$ cat config.mk
export PLATFORM = sky130hd
export DESIGN_NAME = lab1_bist_ctrl_flat
export DESIGN_NICKNAME = d
export VERILOG_FILES = /design/src/rtl/lab1_pkg.sv /design/src/rtl/lab1_bist_ctrl_if.sv /design/src/rtl/lab1_ref_model.sv /design/src/rtl/lab1_bist_ctrl.sv /design/src/flat_wrapper.sv
export SDC_FILE = /design/constraint.sdc
export NUM_CORES = 1
export LEC_CHECK = 0
export ABC_AREA = 1
export CORE_MARGIN = 2
export CORE_UTILIZATION = 55
export CTS_CLUSTER_SIZE = 20
export DETAILED_ROUTE_END_ITERATION = 16
export PLACE_DENSITY = 0.92
export SKIP_CTS_REPAIR_TIMING = 1
export SYNTH_ARGS = -nofsm -noshare
export SYNTH_HDL_FRONTEND = slang
export SYNTH_SLANG_ARGS = --single-unit
$ cat constraint.sdc
create_clock -name clk -period 3.1 [get_ports clk]
set_clock_uncertainty 0.15 [all_clocks]
set_input_delay 0.465 -clock clk [delete_from_list [all_inputs] [get_ports clk]]
set_output_delay 0.465 -clock clk [all_outputs]
set_load 0.05 [all_outputs]
$ cat src/rtl/lab1_pkg.sv
// Shared definitions for the lab1 built-in self-test controller.
package lab1_pkg;

    typedef enum logic [1:0] {
        ST_IDLE   = 2'd0,
        ST_SETTLE = 2'd1,
        ST_CHECK  = 2'd2,
        ST_DONE   = 2'd3
    } state_t;

    localparam int unsigned DEFAULT_SETTLE = 4;
    localparam int unsigned DEFAULT_STEP   = 2;

endpackage

$ cat src/rtl/lab1_bist_ctrl_if.sv
// Control, stimulus and status bundle between the BIST controller and the lab1 logic under test.
interface lab1_bist_ctrl_if;

    logic       start;
    logic [7:0] swt_out;
    logic [7:0] led_in;
    logic       busy;
    logic       done;
    logic       pass;
    logic [7:0] err_count;
    logic [7:0] first_fail;

    // master: the BIST controller; slave: the requester plus the lab1 logic being exercised
    modport master (
        input  start,
        input  led_in,
        output swt_out,
        output busy,
        output done,
        output pass,
        output err_count,
        output first_fail
    );

    modport slave (
        output start,
        output led_in,
        input  swt_out,
        input  busy,
        input  done,
        input  pass,
        input  err_count,
        input  first_fail
    );

endinterface

$ cat src/rtl/lab1_ref_model.sv
// Golden lab1 switch-to-LED function; purely combinational.
module lab1_ref_model (
    input  logic [7:0] swt,
    output logic [7:0] led
);

    logic e1;
    logic e3;

    assign e1  = swt[1] & ~swt[2];
    assign e3  = swt[2] & swt[3];
    assign led = {swt[7:4], e3, e1 | e3, e1, ~swt[0]};

endmodule

$ cat src/rtl/lab1_bist_ctrl.sv
// Sweeps switch vectors 0, STEP, 2*STEP, ... into the lab1 logic and checks each LED response
// against the reference function after a settle delay.
module lab1_bist_ctrl
    import lab1_pkg::*;
#(
    parameter int unsigned SETTLE_CYCLES = DEFAULT_SETTLE,
    parameter int unsigned STEP          = DEFAULT_STEP
) (
    input  logic             clk,
    input  logic             reset,
    lab1_bist_ctrl_if.master bus
);

    state_t     state;
    state_t     state_nx;
    logic [7:0] vec;
    logic [7:0] vec_nx;
    logic [7:0] cnt;
    logic [7:0] cnt_nx;
    logic [7:0] err;
    logic [7:0] err_nx;
    logic [7:0] ff;
    logic [7:0] ff_nx;
    logic [8:0] vec_next9;
    logic [7:0] exp_led;
    logic       mismatch;

    lab1_ref_model u_ref (
        .swt (vec),
        .led (exp_led)
    );

    // Nine bits so the step past 255 is seen as the end of the sweep rather than wrapping.
    assign vec_next9 = {1'b0, vec} + 9'(STEP);
    assign mismatch  = (bus.led_in != exp_led);

    always_ff @(posedge clk or posedge reset) begin
        if (reset) begin
            state <= ST_IDLE;
            vec   <= '0;
            cnt   <= '0;
            err   <= '0;
            ff    <= '0;
        end else begin
            state <= state_nx;
            vec   <= vec_nx;
            cnt   <= cnt_nx;
            err   <= err_nx;
            ff    <= ff_nx;
        end
    end

    always_comb begin
        state_nx = state;
        vec_nx   = vec;
        cnt_nx   = cnt;
        err_nx   = err;
        ff_nx    = ff;
        case (state)
            ST_IDLE, ST_DONE: begin
                if (bus.start) begin
                    state_nx = ST_SETTLE;
                    vec_nx   = '0;
                    cnt_nx   = '0;
                    err_nx   = '0;
                    ff_nx    = '0;
                end
            end
            ST_SETTLE: begin
                cnt_nx = cnt + 8'd1;
                if (cnt == 8'(SETTLE_CYCLES - 1)) begin
                    state_nx = ST_CHECK;
                end
            end
            ST_CHECK: begin
                if (mismatch) begin
                    if (err != '1) begin
                        err_nx = err + 8'd1;
                    end
                    if (err == '0) begin
                        ff_nx = vec;
                    end
                end
                if (vec_next9[8]) begin
                    state_nx = ST_DONE;
                end else begin
                    state_nx = ST_SETTLE;
                    vec_nx   = vec_next9[7:0];
                    cnt_nx   = '0;
                end
            end
            default: state_nx = ST_IDLE;
        endcase
    end

    assign bus.swt_out    = vec;
    assign bus.busy       = (state == ST_SETTLE) || (state == ST_CHECK);
    assign bus.done       = (state == ST_DONE);
    assign bus.pass       = (state == ST_DONE) && (err == '0);
    assign bus.err_count  = err;
    assign bus.first_fail = ff;

endmodule

$ cat src/flat_wrapper.sv
// flat-port wrapper written by rule: the top's interface ports become plain ports
module lab1_bist_ctrl_flat import lab1_pkg::*;
#(
    parameter int unsigned SETTLE_CYCLES = DEFAULT_SETTLE,
    parameter int unsigned STEP          = DEFAULT_STEP
)
  (clk, reset, bus_start, bus_led_in, bus_swt_out, bus_busy, bus_done, bus_pass, bus_err_count, bus_first_fail);
  lab1_bist_ctrl_if bus_i ();
  input  logic clk;
  input  logic reset;
  input wire logic [$bits(bus_i.start)-1:0] bus_start;
  input wire logic [$bits(bus_i.led_in)-1:0] bus_led_in;
  output wire logic [$bits(bus_i.swt_out)-1:0] bus_swt_out;
  output wire logic [$bits(bus_i.busy)-1:0] bus_busy;
  output wire logic [$bits(bus_i.done)-1:0] bus_done;
  output wire logic [$bits(bus_i.pass)-1:0] bus_pass;
  output wire logic [$bits(bus_i.err_count)-1:0] bus_err_count;
  output wire logic [$bits(bus_i.first_fail)-1:0] bus_first_fail;
  assign bus_i.start = bus_start;
  assign bus_i.led_in = bus_led_in;
  assign bus_swt_out = bus_i.swt_out;
  assign bus_busy = bus_i.busy;
  assign bus_done = bus_i.done;
  assign bus_pass = bus_i.pass;
  assign bus_err_count = bus_i.err_count;
  assign bus_first_fail = bus_i.first_fail;
  lab1_bist_ctrl #(.SETTLE_CYCLES(SETTLE_CYCLES), .STEP(STEP)) u_core (.clk(clk), .reset(reset), .bus(bus_i));
endmodule
After elaboration in Yosys (flattened, before gate mapping)

Index checks and enable logic that the tools add are counted.

$add $sub $neg: 3
Eq/ne operators: 12
Mux-type cells: 15
Bitwise operators: 5
Reduce and logical (&&, ||, !) cells: 11

Operator list:

| operator            | number |
|---|---|
| $mux 8              | 7 |
| $pmux 8 s2          | 3 |
| $pmux 8 s3          | 1 |
| $add 8x1->8 const B | 2 |
| $add 8x2->9 const B | 1 |
| $eq 8x2->1 const B  | 1 |
| $logic_not 8->1     | 1 |
| $ne 2x1->1 const B  | 4 |
| $ne 8x8->1          | 1 |
| $ne 8x8->1 const B  | 1 |
| $reduce_and 4->1    | 2 |
| $mux 2              | 3 |
| $pmux 2 s3          | 1 |
| $eq 2x2->1 const B  | 2 |
| $ne 2x2->1 const B  | 2 |
| $reduce_and 2->1    | 2 |
| $reduce_and 3->1    | 1 |
| $and 1x1->1         | 2 |
| $eq 2x1->1 const B  | 1 |
| $logic_not 2->1     | 1 |
| $not 1->1           | 2 |
| $reduce_bool 2->1   | 1 |
| $reduce_or 2->1     | 1 |
| $logic_and 1x1->1   | 1 |
| other kinds (2)     | 2 |

Register bits: 34
Input bits: 11
Logic and storage cells: 51

Longest topological paths before layout

Depth after elaboration: 6
Gate-level depth with buffers: 11

By module

A second synthesis with hierarchy kept.

Cells, all modules: 309
Area, all modules: 2,202.1 um2

By module, submodules not included:

| module         | times used | cells each | area an instance (um2) | seq. area each (um2) |
|---|---|---|---|---|
| lab1_bist_ctrl | 1          | 296        | 2,125.8                | 800.8 |
| lab1_ref_model | 1          | 13         | 76.3                   | 0.0 |

Worst setup path before layout

No wires, ideal clock.

Path type: reg2out
Start: register u_core.err[0], in the netlist u_core.bus.err_count[0]
End: output port bus_pass
Arrival: 2,230 ps
Data required time: 2,485 ps
Path slack: 255 ps
Cell stages (with the launch flop): 5
Cell sequence: dfrtp_1 -> inv_1 -> ha_1 -> nand3_1 -> nor3b_1

Longest elaborated chain between the ends: 2

Ends and longest elaborated chain:

| item                   | line                 | text |
|---|---|---|
| start, declared        | lab1_bist_ctrl.sv:20 | `logic [7:0] err;` |
| start signal, assigned | lab1_bist_ctrl.sv:48 | `err <= err_nx;` |
| $logic_not 8->1        | lab1_bist_ctrl.sv:99 | `assign bus.pass = (state == ST_DONE) && (err == '0);` |
| $logic_and 1x1->1      | lab1_bist_ctrl.sv:99 |  |
| end, declared          | flat_wrapper.sv:16   | `output wire logic [$bits(bus_i.pass)-1:0] bus_pass;` |

No other way between the ends.

Worst setup path in the final report

Ends and elaborated chain as after synthesis.

==> metrics.txt <==
status=completed; insertion delay of the later-clocked pin in the worst-skew pair=0.29 ns; max incr delay on CP=between 0.8 and 0.9 ns; setup repair after global routing missed its margin=false; via count of the first global-routing pass=slightly below 2000; floorplan die area=0.00459 mm2; proportion of power drawn by combinational gates=approximately a fifth; Seq cells post-synth=32; Net Sw Power=~340 uW; Max transition margin=63.9%; final hold violations=0; Core Footprint=between 0.003 and 0.004 mm2; starting utilization of the core area=56.7%; root buffer cell=clkbuf_8; mux contribution to synthesized area=0%; post-layout instance area=0.00270 mm2; area share of the leading cell type in the synthesized netlist=35.8%; startpoint type of the worst setup path=flip-flop; Remaining DRCs=0; portion of the post-synthesis area used by sequential elements=35.8%; CTS Buf Count=5; number of antenna cells inserted=0; Remaining Overflow, GRT=0; cell types occupying the most area after synthesis=dfrtp_1, nand2_1, inv_1; cell area after placement=0.00259 mm2; overall fraction of global-route tracks in use=24.4%; per-instance average area after synthesis=7.16 um2; vertical extent of the die=~68 um; kind of critical path=flip-flop to output port; Clock Tree Buf Depth=2; row cnt=23; standard cell with the maximum stage delay on the critical path=clkdlybuf4s50_1; total number of vias=about 2100; largest fanout on the critical path=8; number of port buffers=35; Util after Layout=68.5%; Syn-to-layout area delta=20.8%; fraction of synthesized cell area in xor and xnor cells=1.96%; fraction of layout cells with a size suffix above 1=9.77%; Iter 0 DRT Violations=approximately 190; sequential fraction of design power=about 43%; leak pwr=1.33 nW; first-pass GRT wire length=8.35 mm; IR Drop Worst-Case VDD=about 0.26 mV; fraction of power spent switching nets=between 30% and 40%; number of different library cells in the post-synthesis netlist=34; CP Buf/Inv Count=2; HP Class=flip-flop to flip-flop; most numerous cell types in the synthesized netlist=nand2_1, inv_1, dfrtp_1; drt wl/cell=12.1 um; sum of internal, switching and leakage power=roughly 1.1 mW; number of antenna violations at the first check in global routing=0; Max Cap Violations=0; Routed WL=4.82 mm; synthesized-area fraction occupied by adder cells=~5%; CTS tree=done; Min Clock Period, post-route=between 2 and 3 ns; number of nets with antenna violations after routing=0; primary flip-flop cell chosen by synthesis mapping=dfrtp_1; nets=367; # IOs=38; first-pass iteration count of the detailed router=4; per-cell via count in the routed design=around 5.3; Placer Congestion=0.894; fraction of the mapped netlist area in compound gates=6.44%; clock network power share=35.7%; required time worst endpoint=2.48 ns; share of the cycle needed by the critical path after routing=92.6%; floorplan die width=67.7 um; Netlist Area Pre-Place=0.00223 mm2; Syn Inst Count=312; Worst Path Arrival=2.25 ns; Cell Chain, Critical Path=inv_1 -> ha_1 -> nand3_1 -> nor3b_1 -> clkdlybuf4s50_1; simple logic cell fraction of the synthesized area=39.4%; leading area contributor after synthesis=dfrtp_1; CP top delay family=buffers and inverters; actual slew at the worst max-slew pin=0.541 ns; maximum number of pins on one net before global-route repair=33; maximum clock frequency=348 MHz; kind of capture point of the worst setup path=output port; pins over their slew limit=0; final setup violation count=0; DP HPWL=3.51 mm; TNS Setup=0 ns; CTS H-Tree Depth=2; internal power consumption=762 uW; clock slew at reported path FFs=approximately 0.07 ns; EDFF count, synth=0; share of synthesized registers carrying an async set or reset=100%; sink count of the clock tree=32; Yosys warnings=0; largest family of logic cells by synthesized area=simple AND/OR/NAND/NOR gates; dominant cell by count in the synthesized netlist=nand2_1; power per cell area=410 mW/mm2
-- tightest hold or removal path, cell delays in order (launching register included) --
cell and delay, ns:
dfrtp_1 0.34, nand2_1 0.05, nand2_1 0.04
-- cell families (layout without fill, tap and decap cells) --
logic type      Yosys count  after routing
simple gates            187            187
compound gates           23             23
flops                    32             32
buf+inv                  55             90
fa+ha+maj                 9              9
xor+xnor                  5              5
other cells               1              2
-- power by group through the flow --
stage / clock (mW) / sequential, mW / combinational, mW
detailed placement: 0 / 0.482 / 0.236
global placement: 0 / 0.479 / 0.235
global route: 0.422 / 0.480 / 0.255
CTS: 0.403 / 0.475 / 0.237
finish: 0.395 / 0.475 / 0.236
floorplan: 0 / 0.565 / 0.0778
-- cell usage in the layout, fill, tap and decap left out, types with 4 or more instances in the layout --
cell             netlist  routed
clkbuf_8               0       5
inv_1                 39      39
o21ai_2                4       4
ha_1                   9       9
nor2_1                22      22
nand3_1               24      24
clkdlybuf4s50_1        0      35
o21ai_0               11      11
nand4_1               18      18
nand2_1              104     104
dfrtp_1               32      32
-- final cells by class --
type	instances	area [um2]
multi-input cells	226	1190
repair buffers	38	373
well taps	50	62.6
clock inverters	2	35.0
flip-flops and latches	32	801
inverters	44	168
fillers	310	1240
clock buffers	6	72.6
-- layer usage --
layer	GRT usage, %	vias up	routed length, um
li1	-	1062	-
met2	40.6	46	2410
met5	0	-	0
met1	29.6	981	2130
met4	10.2	0	75
met3	6.67	7	201
-- worst paths after layout --
path	startpoint	end	slack [ns]	cells after the start
hold / removal	u_core.bus.first_fail[5]	u_core.bus.first_fail[5]	0.32	2
max in group asynchronous	reset	u_core.cnt[4]	2.09	3
min in group asynchronous	reset	u_core.bus.swt_out[7]	0.41	3
setup reg to reg	u_core.state[0]	u_core.bus.swt_out[3]	0.90	8
hold reg to reg	u_core.bus.first_fail[5]	u_core.bus.first_fail[5]	0.32	2
setup / recovery	u_core.bus.err_count[0]	bus_pass	0.23	5
-- state kept, by name, indices dropped and copies added, names as in the netlist --
signal	cells
u_core.bus.swt_out	7
u_core.state	2
u_core.bus.err_count	8
u_core.bus.first_fail	7
u_core.cnt	8
-- through the flow --
| step | std cells | hold WS, ns | worst slack, ns |
|---|---|---|---|
| finish | 398 | 0.319 | 0.231 |
| global route | 398 | 0.335 | 0.144 |
| CTS | 398 | 0.325 | 0.238 |
| detailed placement | 390 | 0.309 | 0.558 |
| global placement | 390 | 0.305 | 0.586 |
| floorplan | 313 | 0.325 | 0.255 |
(Power assumes the default switching activity.)
